===== src/rtl/cnt161_div_ctrl_pkg.sv =====
// Shared definitions for the 74LS161a divide-by-N controller: state encoding
// and default widths, also reused by benches that model the counter stage.
package cnt161_div_ctrl_pkg;

    // Counter stage width; the LS161a is a 4-bit part.
    localparam int CNT_W     = 4;
    // Default width of the repeat count and the wrap counter.
    localparam int REP_W_DEF = 8;

    typedef enum logic [1:0] {
        S_IDLE = 2'd0,
        S_LOAD = 2'd1,
        S_RUN  = 2'd2,
        S_FIN  = 2'd3
    } state_t;

endpackage


===== src/rtl/cnt161_div_ctrl_wrap_counter.sv =====
// Wrap counter: counts counter-stage wraps since the last START and flags the
// wrap that will bring the count to the requested repeat value.
module wrap_counter
    import cnt161_div_ctrl_pkg::*;
#(
    parameter int REP_W = REP_W_DEF
) (
    input  logic             clk,
    input  logic             clr_n,
    input  logic             clear,
    input  logic             inc,
    input  logic [REP_W-1:0] reps,
    output logic [REP_W-1:0] wraps,
    output logic             last_wrap
);

    logic [REP_W-1:0] wraps_next;

    // Modular increment: with reps==0 the terminal wrap is the one that rolls back to 0.
    assign wraps_next = wraps + REP_W'(1);
    assign last_wrap  = (wraps_next == reps);

    // Wrap count register; clear wins over increment.
    // NOTE: sequential state is written with non-blocking (<=) so every flop samples pre-edge values.
    always_ff @(posedge clk or negedge clr_n) begin
        if (!clr_n) begin
            wraps <= '0;
        end else if (clear) begin
            wraps <= '0;
        end else if (inc) begin
            wraps <= wraps_next;
        end
    end

endmodule


===== src/rtl/cnt161_div_ctrl.sv =====
// Upstream controller for an LS161a-style counter: programs it as a
// divide-by-(16-PRESET) timebase, counts wraps, one-shot or continuous.
module cnt161_div_ctrl
    import cnt161_div_ctrl_pkg::*;
#(
    parameter int CW    = CNT_W,
    parameter int REP_W = REP_W_DEF
) (
    input  logic             clk,
    input  logic             clr_n,
    input  logic             start,
    input  logic             stop,
    input  logic             mode,
    input  logic [CW-1:0]    preset,
    input  logic [REP_W-1:0] reps,
    input  logic [CW-1:0]    q_in,
    input  logic             rco_in,
    output logic [CW-1:0]    d,
    output logic             load_n,
    output logic             enp,
    output logic             ent,
    output logic             tick,
    output logic             busy,
    output logic             done,
    output logic [REP_W-1:0] wraps
);

    state_t           state;
    logic [CW-1:0]    preset_q;
    logic [REP_W-1:0] reps_q;
    logic             mode_q;

    logic             go;
    logic             run_en;
    logic             wrap;
    logic             last_wrap;

    // STOP gates every action: it freezes the counter and blocks wrap accounting.
    assign go     = (state == S_IDLE) && start && !stop;
    assign run_en = (state == S_RUN) && !stop;
    assign wrap   = run_en && rco_in;

    // Counter-side decode. LOAD_n follows RCO in RUN so the counter reloads on
    // its terminal edge instead of rolling over to 0.
    assign enp    = run_en;
    assign ent    = run_en;
    assign load_n = !(((state == S_LOAD) && !stop) || wrap);
    assign busy   = (state == S_LOAD) || (state == S_RUN);
    assign d      = preset_q;

    wrap_counter #(
        .REP_W (REP_W)
    ) u_wrap_counter (
        .clk       (clk),
        .clr_n     (clr_n),
        .clear     (go),
        .inc       (wrap),
        .reps      (reps_q),
        .wraps     (wraps),
        .last_wrap (last_wrap)
    );

    // Sequencer FSM with parameter latches and registered TICK/DONE pulses.
    always_ff @(posedge clk or negedge clr_n) begin
        if (!clr_n) begin
            state    <= S_IDLE;
            preset_q <= '0;
            reps_q   <= '0;
            mode_q   <= 1'b0;
            tick     <= 1'b0;
            done     <= 1'b0;
        end else begin
            tick <= wrap;
            done <= 1'b0;
            if (stop) begin
                state <= S_IDLE;
            end else begin
                case (state)
                    S_IDLE: begin
                        if (start) begin
                            preset_q <= preset;
                            reps_q   <= reps;
                            mode_q   <= mode;
                            state    <= S_LOAD;
                        end
                    end
                    S_LOAD: state <= S_RUN;
                    S_RUN: begin
                        if (rco_in && !mode_q && last_wrap) begin
                            done  <= 1'b1;
                            state <= S_FIN;
                        end
                    end
                    S_FIN:   state <= S_IDLE;
                    default: state <= S_IDLE;
                endcase
            end
        end
    end

    // The counter only raises RCO at its terminal count.
    a_rco_terminal: assert property (@(posedge clk) disable iff (!clr_n)
        wrap |-> (q_in == {CW{1'b1}}));

endmodule


===== config.mk =====
export PLATFORM = sky130hd
export DESIGN_NAME = cnt161_div_ctrl
export DESIGN_NICKNAME = d
export VERILOG_FILES = /design/src/rtl/cnt161_div_ctrl_pkg.sv /design/src/rtl/cnt161_div_ctrl_wrap_counter.sv /design/src/rtl/cnt161_div_ctrl.sv
export SDC_FILE = /design/constraint.sdc
export NUM_CORES = 1
export LEC_CHECK = 0
export BUFFER_PORTS_ARGS = -buffer_cell sky130_fd_sc_hd__buf_2
export CAP_MARGIN = 30
export CORE_MARGIN = 5
export CORE_UTILIZATION = 50
export CTS_CLUSTER_SIZE = 28
export DETAILED_ROUTE_END_ITERATION = 8
export PLACE_DENSITY = 0.8
export REMOVE_ABC_BUFFERS = 1
export SYNTH_ARGS = -nofsm -noshare
export SYNTH_HDL_FRONTEND = slang
export SYNTH_SLANG_ARGS = --single-unit
export TNS_END_PERCENT = 1

===== constraint.sdc =====
create_clock -name clk -period 2.06 [get_ports clk]
set_input_delay 0.618 -clock clk [delete_from_list [all_inputs] [get_ports clk]]
set_output_delay 0.618 -clock clk [all_outputs]
set_load 0.05 [all_outputs]

-- Word-level counts from Yosys, hierarchy flattened
Index checks and enable logic that the tools add are counted.
- register bits: 25
- input port bits: 22
- output and inout bits: 18
- logic and storage cells: 40
- $add $sub $neg: 1
- equal/unequal tests: 6
- multiplexer cells: 9
- bitwise operators: 1
- reductions and logical operators: 16
- operators with widths (cell ; number):
    $mux 8 ; 2
    $add 8x1->8 const B ; 1
    $eq 8x8->1 ; 1
    $pmux 2 s4 ; 1
    $logic_and 1x1->1 ; 7
    $mux 2 ; 3
    $eq 2x2->1 const B ; 2
    $logic_not 1->1 ; 3
    $mux 1 ; 3
    $ne 3x2->1 const B ; 1
    $ne 3x3->1 const B ; 1
    $reduce_and 3->1 ; 1
    $eq 2x1->1 const B ; 1
    $logic_not 2->1 ; 1
    $logic_or 1x1->1 ; 2
    $reduce_and 2->1 ; 1
    $reduce_bool 2->1 ; 1
    $not 1->1 ; 1

-- Logic depth before layout (Yosys ltp)
Gate-level depths: netlist of run 1.
- depth after elaboration: 6
- gate-level depth with buffers: 9
- gate-level depth less buffers: 8

-- Cells and area by module
Synthesis of run 1 repeated with hierarchy kept, for this count alone.
- cell total of the unflattened synthesis: 121
- area total of the unflattened synthesis: 1408.9 um^2
- modules (own cells, without submodules) (module ; times used ; cells each ; area each (um^2) ; sequential area each (um^2)):
    cnt161_div_ctrl ; 1 ; 53 ; 785.8 ; 425.4
    wrap_counter ; 1 ; 68 ; 623.1 ; 200.2

-- Worst setup path before layout of run 1
No wires, ideal clock.
- path kind: register to output
- start: register state[0]
- end: output load_n
- arrival: 2304 ps
- path slack: -862 ps
- stages on the path, launching flop included: 8
- cells stage by stage: dfrtp_1 > inv_1 > ha_1 > nor2b_1 > clkbuf_1 > nand2_1 > inv_1 > a21oi_1
- longest elaborated chain between the ends: 5
- elaborated cells on any way between the ends: 7
- those cells by class: eq/ne: 2; reduce/logical: 5
- RTL lines (what ; RTL line ; RTL):
    from (decl) ; cnt161_div_ctrl.sv:28 ; state_t state;
    from (signal assigned) ; cnt161_div_ctrl.sv:66 ; state <= S_IDLE;
    from (signal assigned) ; cnt161_div_ctrl.sv:76 ; state <= S_IDLE;
    from (signal assigned) ; cnt161_div_ctrl.sv:84 ; state <= S_LOAD;
    $eq 2x2->1 ; cnt161_div_ctrl.sv:40 ; assign run_en = (state == S_RUN) && !stop;
    $logic_and 1x1->1 ; cnt161_div_ctrl.sv:40 ;
    net enp ; cnt161_div_ctrl.sv:20 ; output logic enp,
    $logic_and 1x1->1 ; cnt161_div_ctrl.sv:41 ; assign wrap = run_en && rco_in;
    net u_wrap_counter.inc ; cnt161_div_ctrl_wrap_counter.sv:11 ; input logic inc,
    $logic_or 1x1->1 ; cnt161_div_ctrl.sv:47 ; assign load_n = !(((state == S_LOAD) && !stop) || wrap);
    $logic_not 1->1 ; cnt161_div_ctrl.sv:47 ;
    to (decl) ; cnt161_div_ctrl.sv:19 ; output logic load_n,
The timed path passes the listed nets, and every way through them passes these cells.

-- Worst setup path after layout of run 1
- start: register state[1]
- end: output load_n
- longest elaborated chain between the ends: 5
- elaborated cells on any way between the ends: 7
- those cells by class: eq/ne: 2; reduce/logical: 5
- RTL lines (what ; RTL line):
    $eq 2x2->1 ; cnt161_div_ctrl.sv:40
    $logic_and 1x1->1 ; cnt161_div_ctrl.sv:40
    $logic_and 1x1->1 ; cnt161_div_ctrl.sv:41
    net u_wrap_counter.inc ; cnt161_div_ctrl_wrap_counter.sv:11
    $logic_or 1x1->1 ; cnt161_div_ctrl.sv:47
    $logic_not 1->1 ; cnt161_div_ctrl.sv:47
The timed path passes the listed nets, and every way through them passes these cells.

==> results.md, run 1 <==
- PortBufs: 35
- Worst hold slack: 0.2610 ns
- Share of the yosys chip area belonging to registers: 46.90%
- Setup_tns: -0.02350 ns
- TritonCTS Buffers: 3
- Final Core Density: 69.10%
- Hold buffers post-CTS: 0
- Flop pwr share: between 30% and 40%
- Slew Limit Fails: 0
- Setup violations, final: 1
- # fillers: ~210
- Sw Pwr: 0.0008869 W
- RSZ-0062 raised after global routing: yes
- All-Layer GR Usage: 17.42%
- Total grt overflow: 0
- Worst-Margin Slew: 0.5493 ns
- Vias in the first global route: 1175
- Gate power share: roughly 53%
- Outcome: finished, violations left
- H-tree levels: 1
- Critical path, cell by cell: ha_4, nor2b_4, nand2_2, inv_2, a21oi_2, buf_6
- Internal Power: 0.001188 W
- Ant. Diodes: 0
- Layout cell share with drive strength beyond 1: 43.18%
- Setup slack after layout: -0.02350 ns
- DP HPWL: around 2100 µm
- Power Dens Cells: 1190 nW/µm²
- Clock Skew: a little over 0.007 ns
- # clock sinks: 25
- Setup crit end kind: primary output
- Die Ht: approximately 62 µm
- Core Footprint: roughly 2500 µm²
- Syn Area/Cell: 10.34 µm²
- Max-cap viol count: 0
- First-pass GRT wire length: 4878 µm
- Post-Synthesis Cells: 129
- Largest net degree at the start of global routing: 26
- Worst R2R Setup Slack: 0.07 ns
- DRT antenna net count: 0
- Leakage: ~0.83 nW
- CTS clk-pin slew, worst paths: 0.14 ns
- Failing checks: setup timing
- Reg2reg start: u_wrap_counter.wraps[2]
- IO Count: 40
- Final Hold Viols: 0
- Slew HR: 63.38%
- Post-Syn Area: roughly 1300 µm²
- Synth cell types: 33
- Max Clk Rate: 0.4800 GHz
- Clock Power Share: between 10% and 20%
- Worst-Skew Late Latency: 0.32 ns
- Switching fraction of total power: a little over two fifths
- CP top delay family: flip-flops
- YS warnings: 0
- Die width: just over 60 µm
- Worst-case reg-to-reg path depth: 6
- Setup crit start kind: flip-flop
- Die area: 3801 µm²
- WP buf/inv: 2
- DR vias: 1112
- Vias per Instance: roughly 5.4
- Initial Utilization: 52.88%
- HP Class: input port to asynchronous set/reset pin
- Slowest stage delay, CP: 0.45 ns
- Routability congestion estimate: 0.9446
- CTS Root Cell: clkbuf_4
- Clk buf depth: 2
- Register bit total from synthesis: 25
- Tcrit/Tclk final: 101.1%
- Critical Path RT: 1.44 ns
- DR WL/cell: 14.19 µm
- Peak VDD IR: 1089 µV
- Reg-to-Reg End: state[0]
- Drt total wl: 2923 µm
- Initial antenna violation count: 0
- Initial DRT Pass Iterations: 4
- Worst Setup SP: state[1]
- Slowest CP cell: dfrtp_1
- Critical Path AT: about 1.5 ns
- CTS tree: built
- Maximum fanout along the worst path: 3
- Row count: 18
- DRC viols: 0
- Nets@finish: 203
- Post-layout min period: approximately 2.1 ns
- Initial detailed-routing violation count: 50
- Critical path class: flip-flop to primary output
- Synthesis-to-finish area growth: 30.68%
-- how the worst max path moves through the flow --
stage	endpoint	slack, ns	cells after the start
3_3_place_gp	ent	0.11	4
5_1_grt	load_n	-0.11	6
4_1_cts	load_n	-0.02	6
3_5_place_dp	state[1]	0.08	6
2_1_floorplan	load_n	-1.56	6
6_report	load_n	-0.02	6
-- sequential cells by signal (all words and copies together), names as in the netlist --
| signal | cells |
|---|---|
| reps_q | 8 |
| state | 2 |
| tick | 1 |
| u_wrap_counter.wraps | 8 |
| done | 1 |
| d | 4 |
| mode_q | 1 |
-- through the flow --
stage	total power, W	worst slack [ns]	area, µm²	instances
after floorplan	0.001476	-1.562	1301	122
after global placement	0.001694	0.1099	1602	197
after detailed placement	0.001742	0.08154	1602	197
after CTS	0.002038	-0.01831	1714	206
after global routing	0.002217	-0.1125	1743	206
final	0.002075	-0.02350	1743	206
-- final cells by class --
type                       count  area, µm²  share of cell area, %
inverter                       5      18.77                  1.077
clock buffer                   3      22.52                  1.292
timing repair buffer          50      332.8                  19.10
tap                           30      37.54                  2.154
clock inverter                 1      5.005                 0.2872
sequential                    25      625.6                  35.89
multi-input combinational     92      700.7                  40.20
-- worst reg2reg max path: cells and delay by family (launching register included) --
| family | cells | cell delay [ns] |
|---|---|---|
| compound gates | 1 | 0.35 |
| simple gates | 5 | 1.09 |
| flops | 1 | 0.49 |
-- cells in the mapped netlist, drive strengths merged --
| cell | n | area (µm²) |
|---|---|---|
| a211o | 1 | 8.760 |
| a21oi | 5 | 25.02 |
| a221o | 1 | 10.01 |
| a31o | 1 | 8.760 |
| a31oi | 2 | 12.51 |
| and2 | 2 | 12.52 |
| and3 | 2 | 12.51 |
| buf | 4 | 21.27 |
| clkbuf | 3 | 11.26 |
| dfrtp | 25 | 625.6 |
| ha | 4 | 50.05 |
| inv | 5 | 18.77 |
| mux2 | 12 | 135.1 |
| nand2 | 8 | 30.03 |
| nand2b | 1 | 6.260 |
| nand3 | 7 | 40.04 |
| nand4 | 3 | 18.77 |
| nor2 | 8 | 30.03 |
| nor2b | 2 | 12.51 |
| nor3 | 4 | 20.02 |
| nor3b | 2 | 15.01 |
| nor4 | 2 | 12.51 |
| nor4b | 1 | 8.760 |
| o21ai | 3 | 15.01 |
| o31a | 1 | 8.760 |
| or2b | 1 | 7.510 |
| or3 | 4 | 25.02 |
| xnor2 | 7 | 61.31 |
| xor2 | 8 | 70.07 |
-- routing by layer --
layer	GRT usage (%)	wire length, µm	up-vias	part of all wire (%)
met5	0	0	-	0
met4	5.758	32	0	1.1
li1	-	-	541	-
met2	31.09	1446	38	49
met3	4.612	172	5	5.9
met1	20.08	1271	528	43
-- power groups by stage --
stage | Clock [W] | Combinational [W] | Sequential [W]
after floorplan | 0 | 0.000524 | 0.000953
after global placement | 0 | 0.000935 | 0.000759
after detailed placement | 0 | 0.000969 | 0.000773
after CTS | 0.000227 | 0.00105 | 0.000765
after global routing | 0.000254 | 0.00118 | 0.000787
final | 0.000218 | 0.00109 | 0.000763
-- cells in the final DEF, fill, tap and decap left out, types with 3 or more instances in the layout --
| cell type | n |
|---|---|
| xnor2_1 | 7 |
| nand4_1 | 3 |
| nor2_1 | 7 |
| xor2_1 | 8 |
| a21oi_1 | 4 |
| inv_1 | 3 |
| buf_2 | 31 |
| mux2_2 | 12 |
| dfrtp_1 | 25 |
| nand2_1 | 7 |
| nor3_1 | 4 |
| or3_1 | 4 |
| buf_4 | 14 |
| nand3_1 | 6 |
| o21ai_0 | 3 |
| clkbuf_4 | 3 |
-- logic make-up after synthesis --
group | Yosys count | synth area share [%]
adders and majority gates | 4 | 3.752
and+or+nand+nor | 47 | 18.86
AOI/OAI and AO/OA | 14 | 6.660
xor gates and xnor gates | 15 | 9.850
DFF | 25 | 46.90
buffers and inverters | 12 | 3.846
muxes | 12 | 10.13
-- timing repair --
item / CTS / global route
setup endpoints to repair: 3 / 6
buffers inserted: 5 / 0
pin swaps: 1 / 0
resized for setup: 15 / 6
(Power assumes the default switching activity.)
==> inputs of run 2 (changes only) <==
--- a/config.mk
+++ b/config.mk
@@ -12,6 +12,7 @@
 export CTS_CLUSTER_SIZE = 28
 export DETAILED_ROUTE_END_ITERATION = 8
 export PLACE_DENSITY = 0.8
+export RECOVER_POWER = 25
 export REMOVE_ABC_BUFFERS = 1
 export SYNTH_ARGS = -nofsm -noshare
 export SYNTH_HDL_FRONTEND = slang
==> constraint.sdc (replaced) <==
create_clock -name clk -period 2.06 [get_ports clk]
set_input_delay 0.206 -clock clk [delete_from_list [all_inputs] [get_ports clk]]
set_output_delay 0.206 -clock clk [all_outputs]
set_load 0.05 [all_outputs]
==> run 2 against run 1 <==
Against the previous run: combinational power down 13%; fmax up 6.0%; die area unchanged; routed wire length down 7.0%; highest routed layer unchanged; power down 6.6%; largest cell class unchanged; the run now ends clean.
==> results.md, run 2 (synthesis results as in run 1) <==
- Row count: 18
- DRC viols: 0
- Outcome: finished, final reports clean
- DR WL/cell: 13.65 µm
- Largest net degree at the start of global routing: 26
- Maximum fanout along the worst path: 7
- Leading cell type in the layout, fill and taps excluded: buf_2
- DP HPWL: roughly 2100 µm
- Area taken by flip-flops and latches: 626.9 µm²
- CTS Root Cell: clkbuf_4
- Setup crit start kind: flip-flop
- Vias per Instance: about 5.4
- Clk buf depth: 2
- Leading cell types in the layout, fill and taps excluded: buf_2, dfrtp_1, mux2_2
- HP Class: input port to flip-flop
- CTS tree: built
- Initial Utilization: between 50% and 60%
- Multi-input logic area: 678.2 µm²
- TritonCTS Buffers: 3
- Nets@finish: between 150 and 200
- Slew HR: a little over an eighth
- Final Core Density: 64.63%
- Leakage: 0.7910 nW
- DR vias: 1082
- Ant. Diodes: 0
- RSZ-0062 raised after global routing: no
- Clock Skew: around 0.012 ns
- Die area: 3801 µm²
- Total grt overflow: 0
- H-tree levels: 1
- Worst-Margin Slew: ~1.3 ns
- Post-layout min period: 1.966 ns
- Initial detailed-routing violation count: 44
- Die width: 61.65 µm
- Max-cap viol count: 0
- Power Dens Cells: 1189 nW/µm²
- Initial DRT Pass Iterations: 4
- Initial antenna violation count: 0
- Critical Path RT: 2.32 ns
- CTS clk-pin slew, worst paths: 0.14 ns
- Critical Path AT: roughly 2.2 ns
- Drt total wl: 2717 µm
- Setup crit end kind: flip-flop
- Peak VDD IR: 1217 µV
- Setup violations, final: 0
- IO Count: 40
- Critical path class: flip-flop to flip-flop
- Worst-Skew Late Latency: 0.32 ns
- Core Footprint: 2522 µm²
- Die Ht: 61.65 µm
- PortBufs: 35
- Tcrit/Tclk final: 95.45%
- # fillers: 205
- Layout cell share with drive strength beyond 1: between 30% and 40%
- All-Layer GR Usage: 16.41%
- Slew Limit Fails: 0
- Synthesis-to-finish area growth: 22.23%
- DRT antenna net count: 0
- Max Clk Rate: 0.5086 GHz
- Tot Pwr: 0.001938 W
- Vias in the first global route: 1127
- Routability congestion estimate: 0.9026
- # clock sinks: 25
- Final Hold Viols: 0
- First-pass GRT wire length: 4629 µm
-- run 2: area by class of cell --
| type | instances | share of cell area [%] |
|---|---|---|
| clock buffers | 3 | 1.381 |
| clock inverters | 1 | 0.3070 |
| inverters | 5 | 1.305 |
| multi-input cells | 92 | 41.60 |
| flip-flops and latches | 25 | 38.45 |
| well taps | 30 | 2.302 |
| repair buffers | 43 | 14.66 |
-- run 2: power by group --
part / switching, W / internal [W] / total [W] / leakage, nW
registers: 0.000124 / 0.000650 / 0.000774 / 0.317
clock network: 0.000143 / 0.0000727 / 0.000215 / 0.0177
logic: 0.000583 / 0.000365 / 0.000949 / 0.456
total: 0.000850 / 0.00109 / 0.00194 / 0.791
-- run 2: critical path: stages, from the launching register on --
cell	delay, ns
dfrtp_1	0.48
nand3_2	0.11
or3_1	0.34
and2_0	0.17
o31a_1	0.35
or3_1	0.38
nand4_1	0.08
-- run 2: path summary, 6_finish.rpt --
| check | from | slack (ns) | end | cells past startpoint |
|---|---|---|---|---|
| min in group asynchronous | clr_n | 0.68 | reps_q[7] | 2 |
| max in group asynchronous | clr_n | 0.54 | state[0] | 2 |
| min reg2reg | d[1] | 0.52 | d[1] | 1 |
| min | reps[2] | 0.09 | reps_q[2] | 3 |
| max | u_wrap_counter.wraps[2] | 0.09 | state[0] | 6 |
| max reg2reg | u_wrap_counter.wraps[2] | 0.09 | state[0] | 6 |
-- run 2: layer usage --
layer,global-route usage (%),up-vias,share of wire (%)
met5,0,-,0
li1,-,532,-
met2,29.30,35,48
met4,5.152,0,0.77
met1,18.87,513,43
met3,4.612,2,8.0
-- run 2: repair_timing --
action                                  in CTS  in global routing
hold buffers                                 1                  0
pin swaps                                    0                  1
gates resized for setup                      5                  4
setup buffers                                0                  0
endpoints found under the setup margin       1                  3
endpoints found under the hold margin       25                  0
-- run 2: per-stage QoR --
stage	setup slack [ns]	cells	setup TNS (ns)	hold slack (ns)	area [µm²]
3_3_place_gp	0.1757	194	0	0.2153	1567
6_report	0.09366	199	0	0.09380	1630
3_5_place_dp	0.1203	194	0	0.2286	1567
5_1_grt	0.02569	199	0	0.06401	1630
4_1_cts	0.01597	199	0	0.08802	1613
2_1_floorplan	-1.187	122	-13.21	-0.08959	1301
